File: src/rtl/mult16_share_ctrl.sv
`default_nettype none
// ============================================================================
// Module   : mult16_share_ctrl
// Brief    : Round-robin scheduler sharing one 16x16 unsigned multiplier
//            between two valid/ready requesters; returns the 32-bit product
//            on a valid/ready response channel tagged with the requester id.
// Revision : 1.0 - initial release
// ============================================================================

// Combinational 16x16 unsigned array multiplier (single shared instance).
module array_mult16 (
    input  logic [15:0] a_i,
    input  logic [15:0] b_i,
    output logic [31:0] product_o
);
    assign product_o = {16'b0, a_i} * {16'b0, b_i};
endmodule

module mult16_share_ctrl #(
    parameter int SETTLE = 2
) (
    input  logic        clk,
    input  logic        rst_n,
    input  logic        req0_valid,
    output logic        req0_ready,
    input  logic [15:0] req0_a,
    input  logic [15:0] req0_b,
    input  logic        req1_valid,
    output logic        req1_ready,
    input  logic [15:0] req1_a,
    input  logic [15:0] req1_b,
    output logic        rsp_valid,
    input  logic        rsp_ready,
    output logic        rsp_id,
    output logic [31:0] rsp_product,
    output logic        busy,
    output logic [15:0] op_count
);

    typedef enum logic [1:0] {
        S_IDLE = 2'd0,
        S_CALC = 2'd1,
        S_RESP = 2'd2
    } state_t;

    localparam logic [3:0] c_settle_cnt = 4'(SETTLE);

    state_t      state_q, state_d;
    logic        ptr_q, ptr_d;
    logic [15:0] op_a_q, op_a_d;
    logic [15:0] op_b_q, op_b_d;
    logic [3:0]  cnt_q, cnt_d;
    logic        rsp_id_q, rsp_id_d;
    logic [31:0] rsp_product_q, rsp_product_d;
    logic [15:0] op_count_q, op_count_d;
    logic        busy_q;

    logic        w_grant;
    logic        w_any_valid;
    logic [31:0] w_product;

    // Operand registers feed the one shared multiplier for the whole CALC window.
    array_mult16 u_mult (
        .a_i       (op_a_q),
        .b_i       (op_b_q),
        .product_o (w_product)
    );

    // Pointer only matters when both request; otherwise the lone requester wins.
    assign w_any_valid = req0_valid | req1_valid;
    assign w_grant     = (req0_valid && req1_valid) ? ptr_q : req1_valid;

    // Next-state, handshake and datapath-load decisions.
    always_comb begin
        state_d       = state_q;
        ptr_d         = ptr_q;
        op_a_d        = op_a_q;
        op_b_d        = op_b_q;
        cnt_d         = cnt_q;
        rsp_id_d      = rsp_id_q;
        rsp_product_d = rsp_product_q;
        op_count_d    = op_count_q;
        req0_ready    = 1'b0;
        req1_ready    = 1'b0;

        case (state_q)
            S_IDLE: begin
                if (w_any_valid) begin
                    req0_ready = ~w_grant;
                    req1_ready = w_grant;
                    op_a_d     = w_grant ? req1_a : req0_a;
                    op_b_d     = w_grant ? req1_b : req0_b;
                    rsp_id_d   = w_grant;
                    cnt_d      = c_settle_cnt;
                    ptr_d      = ~w_grant;
                    state_d    = S_CALC;
                end
            end
            S_CALC: begin
                // cnt_q == 1 marks the SETTLE-th cycle of operand hold.
                if (cnt_q == 4'd1) begin
                    rsp_product_d = w_product;
                    state_d       = S_RESP;
                end else begin
                    cnt_d = cnt_q - 4'd1;
                end
            end
            S_RESP: begin
                if (rsp_ready) begin
                    op_count_d = op_count_q + 16'd1;
                    state_d    = S_IDLE;
                end
            end
            default: begin
                state_d = S_IDLE;
            end
        endcase
    end

    // State and datapath registers; reset discards any in-flight operation.
    always_ff @(posedge clk or negedge rst_n) begin
        if (!rst_n) begin
            state_q       <= S_IDLE;
            ptr_q         <= 1'b0;
            op_a_q        <= 16'd0;
            op_b_q        <= 16'd0;
            cnt_q         <= 4'd0;
            rsp_id_q      <= 1'b0;
            rsp_product_q <= 32'd0;
            op_count_q    <= 16'd0;
            busy_q        <= 1'b0;
        end else begin
            state_q       <= state_d;
            ptr_q         <= ptr_d;
            op_a_q        <= op_a_d;
            op_b_q        <= op_b_d;
            cnt_q         <= cnt_d;
            rsp_id_q      <= rsp_id_d;
            rsp_product_q <= rsp_product_d;
            op_count_q    <= op_count_d;
            busy_q        <= (state_d != S_IDLE);
        end
    end

    assign rsp_valid   = (state_q == S_RESP);
    assign rsp_id      = rsp_id_q;
    assign rsp_product = rsp_product_q;
    assign busy        = busy_q;
    assign op_count    = op_count_q;

endmodule
`default_nettype wire

File: config.mk
export PLATFORM = sky130hd
export DESIGN_NAME = mult16_share_ctrl
export DESIGN_NICKNAME = d
export VERILOG_FILES = /design/src/rtl/mult16_share_ctrl.sv
export SDC_FILE = /design/constraint.sdc
export NUM_CORES = 1
export LEC_CHECK = 0
export CORE_UTILIZATION = 62
export DETAILED_ROUTE_END_ITERATION = 10
export PLACE_DENSITY = 0.86
export SYNTH_ARGS = -nofsm -noshare
export SYNTH_HDL_FRONTEND = slang
export SYNTH_SLANG_ARGS = --single-unit
export TNS_END_PERCENT = 5
File: constraint.sdc
create_clock -name clk -period 12.4 [get_ports clk]
set_input_delay 1.86 -clock clk [delete_from_list [all_inputs] [get_ports clk]]
set_output_delay 1.86 -clock clk [all_outputs]
set_load 0.05 [all_outputs]
# Word level (Yosys, flattened, before mapping)
# Index checks and enable logic that the tools add are counted.
# word_totals
regBits,89
input_bits,69
out_inout_bits,53
word_cells,41
# classes
n_addsub,2
multipliers,1
eq_ne,5
n_mux,14
bitwise_logic,2
n_reduce_logical,8
# op_table
cell,n
multiplier 16 x 16 -> 32 bit,1
2-to-1 mux 16 bit,2
adder 16 x 1 -> 16 bit (second input constant),1
2-to-1 mux 4 bit,2
one-hot mux 4 bit (2 select lines),1
2-to-1 mux 2 bit,3
one-hot mux 2 bit (3 select lines),1
AND reduction 2 bit,3
2-to-1 mux 1 bit,5
== test 4 x 1 -> 1 bit (second input constant),1
!= test 2 bit (second input constant),2
nonzero test 2 bit,2
subtractor 4 x 1 -> 4 bit (second input constant),1
AND reduction 3 bit,1
== test 2 x 1 -> 1 bit (second input constant),1
== test 2 bit (second input constant),1
zero test 2 bit,1
logical AND 1 bit,1
NOT 1 bit,1
OR 1 bit,1

# Logic depth before layout (Yosys ltp)
# Gate-level depths: netlist (run 1).
# depth
word_depth,5
ltp_mapped,22
mapped_depth_nobuf,19

# Hierarchy
# Synthesis (run 1) repeated with hierarchy kept, for this count alone.
# unflattened
hier_cells,1332
area_unflattened_um2,12660.9
# by_module_without_submodules
mod,n_inst,cells_each,area_each_um2,seq_area_each_um2
array_mult16,1,1018,8735.9,0.0
mult16_share_ctrl,1,314,3925.0,2227.1

# Worst setup path after synthesis (run 1)
# Ideal clock, no wire load.
# synth_timing
path_kind,register to register
startpoint,register op_b_q[1]
endpoint,register rsp_product_q[30] (netlist: rsp_product[30])
setup_time_ns,0.065
t_arrival_ns,5.891
required_time_ns,12.335
setup_slack_ns,6.444
path_stages_with_launch,20
path_buffers,2
period_less_slack_ns,5.956
cell_sequence,dfrtp_1 -> clkbuf_1 -> nand2_1 -> fa_1 -> fa_1 -> fa_1 -> fa_1 -> inv_1 -> fa_1 -> inv_1 -> fa_1 -> inv_1 -> ha_1 -> buf_4 -> nand4_2 -> nor4b_4 -> o41ai_2 -> or4_1 -> a2111oi_0 -> or3_1
# synth_via
elab_chain_len,1
# synth_rtl
element,line,text
start: declaration,51,"logic [15:0] op_b_q, op_b_d;"
start signal: assignment,136,op_b_q <= op_b_d;
multiplier 16 x 16 -> 32 bit,16,"assign product_o = {16'b0, a_i} * {16'b0, b_i};"
end signal: assignment,139,rsp_product_q <= rsp_product_d;
end: declaration,54,"logic [31:0] rsp_product_q, rsp_product_d;"
# Every way passes these cells.
# A chain may end at the register's enable or synchronous reset.

# Final worst setup path (run 1)
# layout_timing
startpoint,register op_b_q[3]
endpoint,register rsp_product_q[30] (netlist: rsp_product[30])
# The elaborated chain is that of the path after synthesis.

==> impl_metrics.ini, run 1 <==
[outcome]
status = complete, no violations

[cts]
clkSinkCount = 89
path_clk_slew_ns = 0.08
worstSkewPairLatency_ns = 0.37
cts_resized = 0
htree_num_levels = 3
cts_root_buffer = clkbuf_16
post-cts-setup-buffers = 0
cts_buffers = 9
cts_buffer_depth = 2
ctsHoldBuffers = 0
cts_tree = yes

[cells_and_area]
drive_gt1_share_pct = 2.48
layout.nets = 1777
design_area_um2 = 13900
syn2layout_area_growth_pct = 13.7
diodes = 0
final_cells = 1677

[place]
post-dp-hpwl_mm = 24.8
place_area_um2 = 13600
io_buffers = 121
dp_cells = 1661
routabilityCongestion = 0.883

[critical_path]
ff2ff_setup_slack_ns = 5.65
start_kind = flip-flop
cp-end-kind = flip-flop
cp_max_fo = 17
cp.arrival_ns = 6.98
crit_type = reg2reg
cp.required_ns = 12.64

[drt]
drtAntennaViolNets = 0
via_count = 9928
first_iter_violations = 729
drt-pass1-iter-count = 6
drc = 0
finalWirelength_mm = 32.3
wl_per_cell_um = 19.2
vias_per_cell = 5.92

[logic_synthesis]
synth_seq_area_share_pct = 18.2
ys.flop_type = dfrtp_1
yosysTopAreaCellShare_pct = 31.7
netlist_area_um2 = 12200
yosys-top-cells-count = inv_1, nand2_1, fa_1
syn_nets = 1697
async_reset_ff_share_pct = 100
synthCells = 1327
yosys_warnings = 0
post_synth.cell_area_avg_um2 = 9.23
synth.most_common_cell = inv_1
synth_edf_count = 0
netlist-cell-type-count = 57
synth.largest_area_cell = fa_1
synthTopCellsByArea = fa_1, dfrtp_1, ha_1, inv_1, and2_1
ys_ff_latch = 89

[timing]
slew-limit-headroom_pct = 36.0
tns_ns = 0
period_needed_ns = 6.75
rsz0062_at_grt = no
worst_pin_slew_ns = 0.957
setup_viol = 0
finClkSkew_ns = 0.0130
fmax_mhz = 148
hold_violations = 0
fin_crit_sh_pct = 54.4
final_max_slew_viol_count = 0

[grt]
antenna_found_initial = 0
grt_pass1_vias = 10800
track_usage_pct = 34.2
grt_start_max_net_pins = 59
grt_overflow = 0
grt_pass1_wl_mm = 53.0

[floorplan]
start_util_pct = 63.1
die_area_um2 = 20300
die_y_um = 143
core_area_um2 = 19400
die_x_um = 143
io-pin-count = 122
rows = 51

[run]
max_cap_viol_count = 0

[worst_hold_path]
hp-class = reg2reg
per-stage QoR:
step                util (%)  hold WS (ns)  setup slack [ns]
floorplan                  -         0.444              6.44
global placement        70.2         0.451              5.87
detailed placement      70.2         0.455              5.75
CTS                     71.8         0.470              5.74
global route            71.8         0.479              5.49
finish                  71.8         0.467              5.65
cell type report:
type | instances | area, µm²
Timing Repair Buffer | 127 | 1250
Clock inverter | 7 | 81.3
Sequential cell | 89 | 2230
Tap cell | 265 | 332
Inverter | 256 | 961
Clock buffer | 9 | 225
Multi-Input combinational cell | 924 | 8850
Fill cell | 1455 | 5470
critical path: stages, from the launching register on:
cell	delay, ns
dfrtp_1	0.93
nand2_1	0.17
fa_1	0.50
fa_1	0.58
fa_1	0.45
fa_1	0.54
inv_1	0.05
fa_1	0.47
inv_1	0.05
fa_1	0.50
inv_1	0.05
ha_1	0.38
a21o_1	0.21
a211o_1	0.31
o41ai_2	0.71
or4_1	0.24
a2111oi_0	0.10
or3_1	0.38
worst paths after layout:
path                                                  from                          end  cells past startpoint
worst max-delay path                 op_b_q[3]$_DFFE_PN0P_  rsp_product[30]$_DFFE_PN0P_                     17
worst min-delay path            rsp_product[0]$_DFFE_PN0P_   rsp_product[0]$_DFFE_PN0P_                      2
worst max register to register       op_b_q[3]$_DFFE_PN0P_  rsp_product[30]$_DFFE_PN0P_                     17
worst min register to register  rsp_product[0]$_DFFE_PN0P_   rsp_product[0]$_DFFE_PN0P_                      2
max in group asynchronous                            rst_n  rsp_product[16]$_DFFE_PN0P_                      2
min in group asynchronous                            rst_n  rsp_product[12]$_DFFE_PN0P_                      1
cells in the final DEF (no fill, tap or decap), types with 3 or more instances in the layout:
| master | n |
|---|---|
| or2_2 | 4 |
| nor4_1 | 4 |
| nand2b_1 | 3 |
| a222oi_1 | 32 |
| clkbuf_16 | 9 |
| o21bai_1 | 3 |
| o21a_1 | 11 |
| a31oi_1 | 8 |
| xor2_1 | 9 |
| a211o_1 | 5 |
| nor2_1 | 22 |
| nor3_1 | 7 |
| nand2_1 | 196 |
| nor2b_1 | 4 |
| or3_1 | 4 |
| buf_4 | 7 |
| nand4_1 | 13 |
| and3_1 | 10 |
| inv_1 | 256 |
| nand3_1 | 15 |
| a21o_1 | 11 |
| dfrtp_1 | 89 |
| and2_1 | 129 |
| xnor2_1 | 26 |
| clkdlybuf4s50_1 | 120 |
| ha_1 | 107 |
| fa_1 | 194 |
| o31ai_1 | 4 |
| a21oi_1 | 27 |
| o21ai_0 | 32 |
| a211oi_1 | 8 |
flip-flops by register name, summed over array words and instances (netlist names):
register,count
cnt_q,4
op_b_q,16
op_count,16
state_q,2
rsp_product,32
ptr_q,1
busy,1
op_a_q,16
rsp_id,1
kinds of logic (layout without fill, tap and decap cells):
family / count (synthesis) / after routing / share of synthesized area [%]
AND/OR/NAND/NOR: 423 / 423 / 17.2
AO/OA/AOI/OAI: 163 / 163 / 9.62
buffers and inverters: 314 / 399 / 9.65
adder cells (fa/ha/maj): 301 / 301 / 42.6
XOR/XNOR: 35 / 35 / 2.50
multiplexers: 2 / 2 / 0.163
flip-flops: 89 / 89 / 18.2
layer usage:
| metal | track usage, % | wire [µm] | vias up |
|---|---|---|---|
| met4 | 16.2 | 1390 | 0 |
| met2 | 58.6 | 16100 | 503 |
| met5 | 0 | 0 | - |
| met1 | 42.3 | 12200 | 4954 |
| met3 | 5.65 | 2520 | 108 |
| li1 | - | - | 4363 |
Power of run 1 is left out: the tool's default activity adds up to more than one toggle a clock period on the data nets, which glitch-free logic cannot reach.
==> inputs of run 2 (changes only) <==
Settings changed: CORE_UTILIZATION 62 to 54, PLACE_DENSITY 0.86 to 0.79.
Clock period 12.4 ns to 6.01 ns, I/O delays scaled along.
==> run 2 against run 1 <==
Against the previous run: the run now ends with design-rule violations left; cell area rose by 4.8%; core utilization decreased by 5.5 points; final cell count rose by 4.8%; non-clock buffer count up 66; count of clock-buffer cells in the layout unchanged; clock skew about the same; global-route usage shrank 5.4 points; sequential cell count stayed put; routed wire length is 0.97% lower; sequential share of layout area shrank 0.59 points; die area up 15%; worst hold slack got worse by 0.096 ns.
==> impl_metrics.ini, run 2 (same netlist as run 1, synthesis figures left out) <==
[outcome]
status = complete, but fails checks
violations = design-rule violations

[cells_and_area]
syn2layout_area_growth_pct = 19.2
drive_gt1_share_pct = 9.13
final_cells = 1758
largest_reg_flops = 32
finish.utilization_pct = 66.3
diodes = 0
final_common_cell = inv_1
n_fill_cell = 1765
layout.nets = 1843
final_cell_mix = inv_1, nand2_1, fa_1

[critical_path]
cp.arrival_ns = 6.09
crit_type = reg2reg
cp-end-kind = flip-flop
reg2reg_from = op_a_q[9]$_DFFE_PN0P_
critPathMostFrequentCell = fa_1
cp.required_ns = 6.25
ff2ff_setup_slack_ns = 0.15
max_stage_delay_ns = 0.53
crit_chain = buf_4 -> and2_1 -> fa_1 -> inv_1 -> fa_1 -> fa_1 -> inv_1 -> fa_1 -> fa_1 -> inv_1 -> fa_1 -> inv_1 -> ha_1 -> or2_2 -> o211ai_1 -> a211oi_1 -> o2111a_1 -> or3b_1
critPathSlowestCell = fa_1
start_kind = flip-flop
startpoint = op_a_q[9]$_DFFE_PN0P_
cp_max_fo = 8
rr_worst_depth = 18
r2r-end = rsp_product[27]$_DFFE_PN0P_

[timing]
rsz0062_at_grt = yes
hold_slack_ns = 0.371
hold_violations = 0
final_max_slew_viol_count = 0
setup_viol = 0
fmax_mhz = 171
period_needed_ns = 5.86
finClkSkew_ns = 0.0126
fin_crit_sh_pct = 97.5
setup_ws_ns = 0.153
worst_pin_slew_ns = 0.985
slew-limit-headroom_pct = 34.1

[floorplan]
rows = 54
die_area_um2 = 23300
die_x_um = 153
die_y_um = 153
io-pin-count = 122
core_area_um2 = 22000
start_util_pct = 55.6

[drt]
wl_per_cell_um = 18.2
vias_per_cell = 5.66
drc = 3
drt-pass1-iter-count = 11
first_iter_violations = 762
via_count = 9954
finalWirelength_mm = 31.9
drtAntennaViolNets = 0

[place]
routabilityCongestion = 0.961
post-dp-hpwl_mm = 25.9
io_buffers = 121
pre_cts_slack_ns = -0.0560
dp_cells = 1738

[cts]
cts_root_buffer = clkbuf_16
cts_buffers = 9
htree_num_levels = 3
clkSinkCount = 89
path_clk_slew_ns = 0.07
worstSkewPairLatency_ns = 0.36
cts_tree = yes
cts_buffer_depth = 2

[grt]
grt_pass1_vias = 10500
antenna_found_initial = 0
grt_pass1_wl_mm = 52.7
track_usage_pct = 28.8
grt_overflow = 0
grt_start_max_net_pins = 78

[run]
max_cap_viol_count = 0

[worst_hold_path]
hp-class = in2async
run 2: cell count changes in the layout (fill, tap and decap cells not counted), sizes merged:
cell	change
buf	+66
inv	+1
clkinv	-1
run 2: worst max path at each step:
stage | slack, ns | cells past startpoint | to
2_1_floorplan | 0.05 | 19 | rsp_product[30]$_DFFE_PN0P_
3_3_place_gp | 0.12 | 18 | rsp_product[27]$_DFFE_PN0P_
3_5_place_dp | -0.06 | 18 | rsp_product[30]$_DFFE_PN0P_
4_1_cts | 0.05 | 18 | rsp_product[30]$_DFFE_PN0P_
5_1_grt | -0.09 | 19 | rsp_product[30]$_DFFE_PN0P_
6_report | 0.15 | 18 | rsp_product[27]$_DFFE_PN0P_
run 2: repair_timing:
item,in CTS,in global routing
pin swaps,1,10
hold buffers,0,0
setup endpoints to repair,1,14
setup buffers,0,4
resized for setup,6,37
run 2: worst max-delay path: cells and delay by family, from the launching register on:
| kind | cells | cell delay (ns) |
|---|---|---|
| AOI/OAI and AO/OA | 3 | 0.69 |
| adders and majority gates | 7 | 3.27 |
| buffers and inverters | 5 | 0.41 |
| DFF | 1 | 0.47 |
| and+or+nand+nor | 3 | 0.88 |
run 2: metrics by stage:
step	area (µm²)	TNS (ns)
global placement	14100	0
finish	14600	0
floorplan	12200	0
CTS	14400	0
global route	14600	-0.111
detailed placement	14100	-0.0560
run 2: layer usage:
metal  global-route usage (%)  vias up  wire length [µm]
met5                        0        -                 0
met1                     37.1     4968             12800
li1                         -     4498                 -
met2                     49.0      421             15600
met4                     9.43        0              1010
met3                     5.40       67              2490
run 2: cell type report:
| cell class | count | area, µm² | share of cell area [%] |
|---|---|---|---|
| tap | 280 | 350 | 2.40 |
| sequential | 89 | 2250 | 15.4 |
| multi-input combinational | 924 | 8960 | 61.4 |
| clock buffer | 9 | 225 | 1.54 |
| timing repair buffer | 193 | 1780 | 12.2 |
| clock inverter | 7 | 71.3 | 0.489 |
| inverter | 256 | 961 | 6.58 |
Power of run 2 is left out for the same reason.
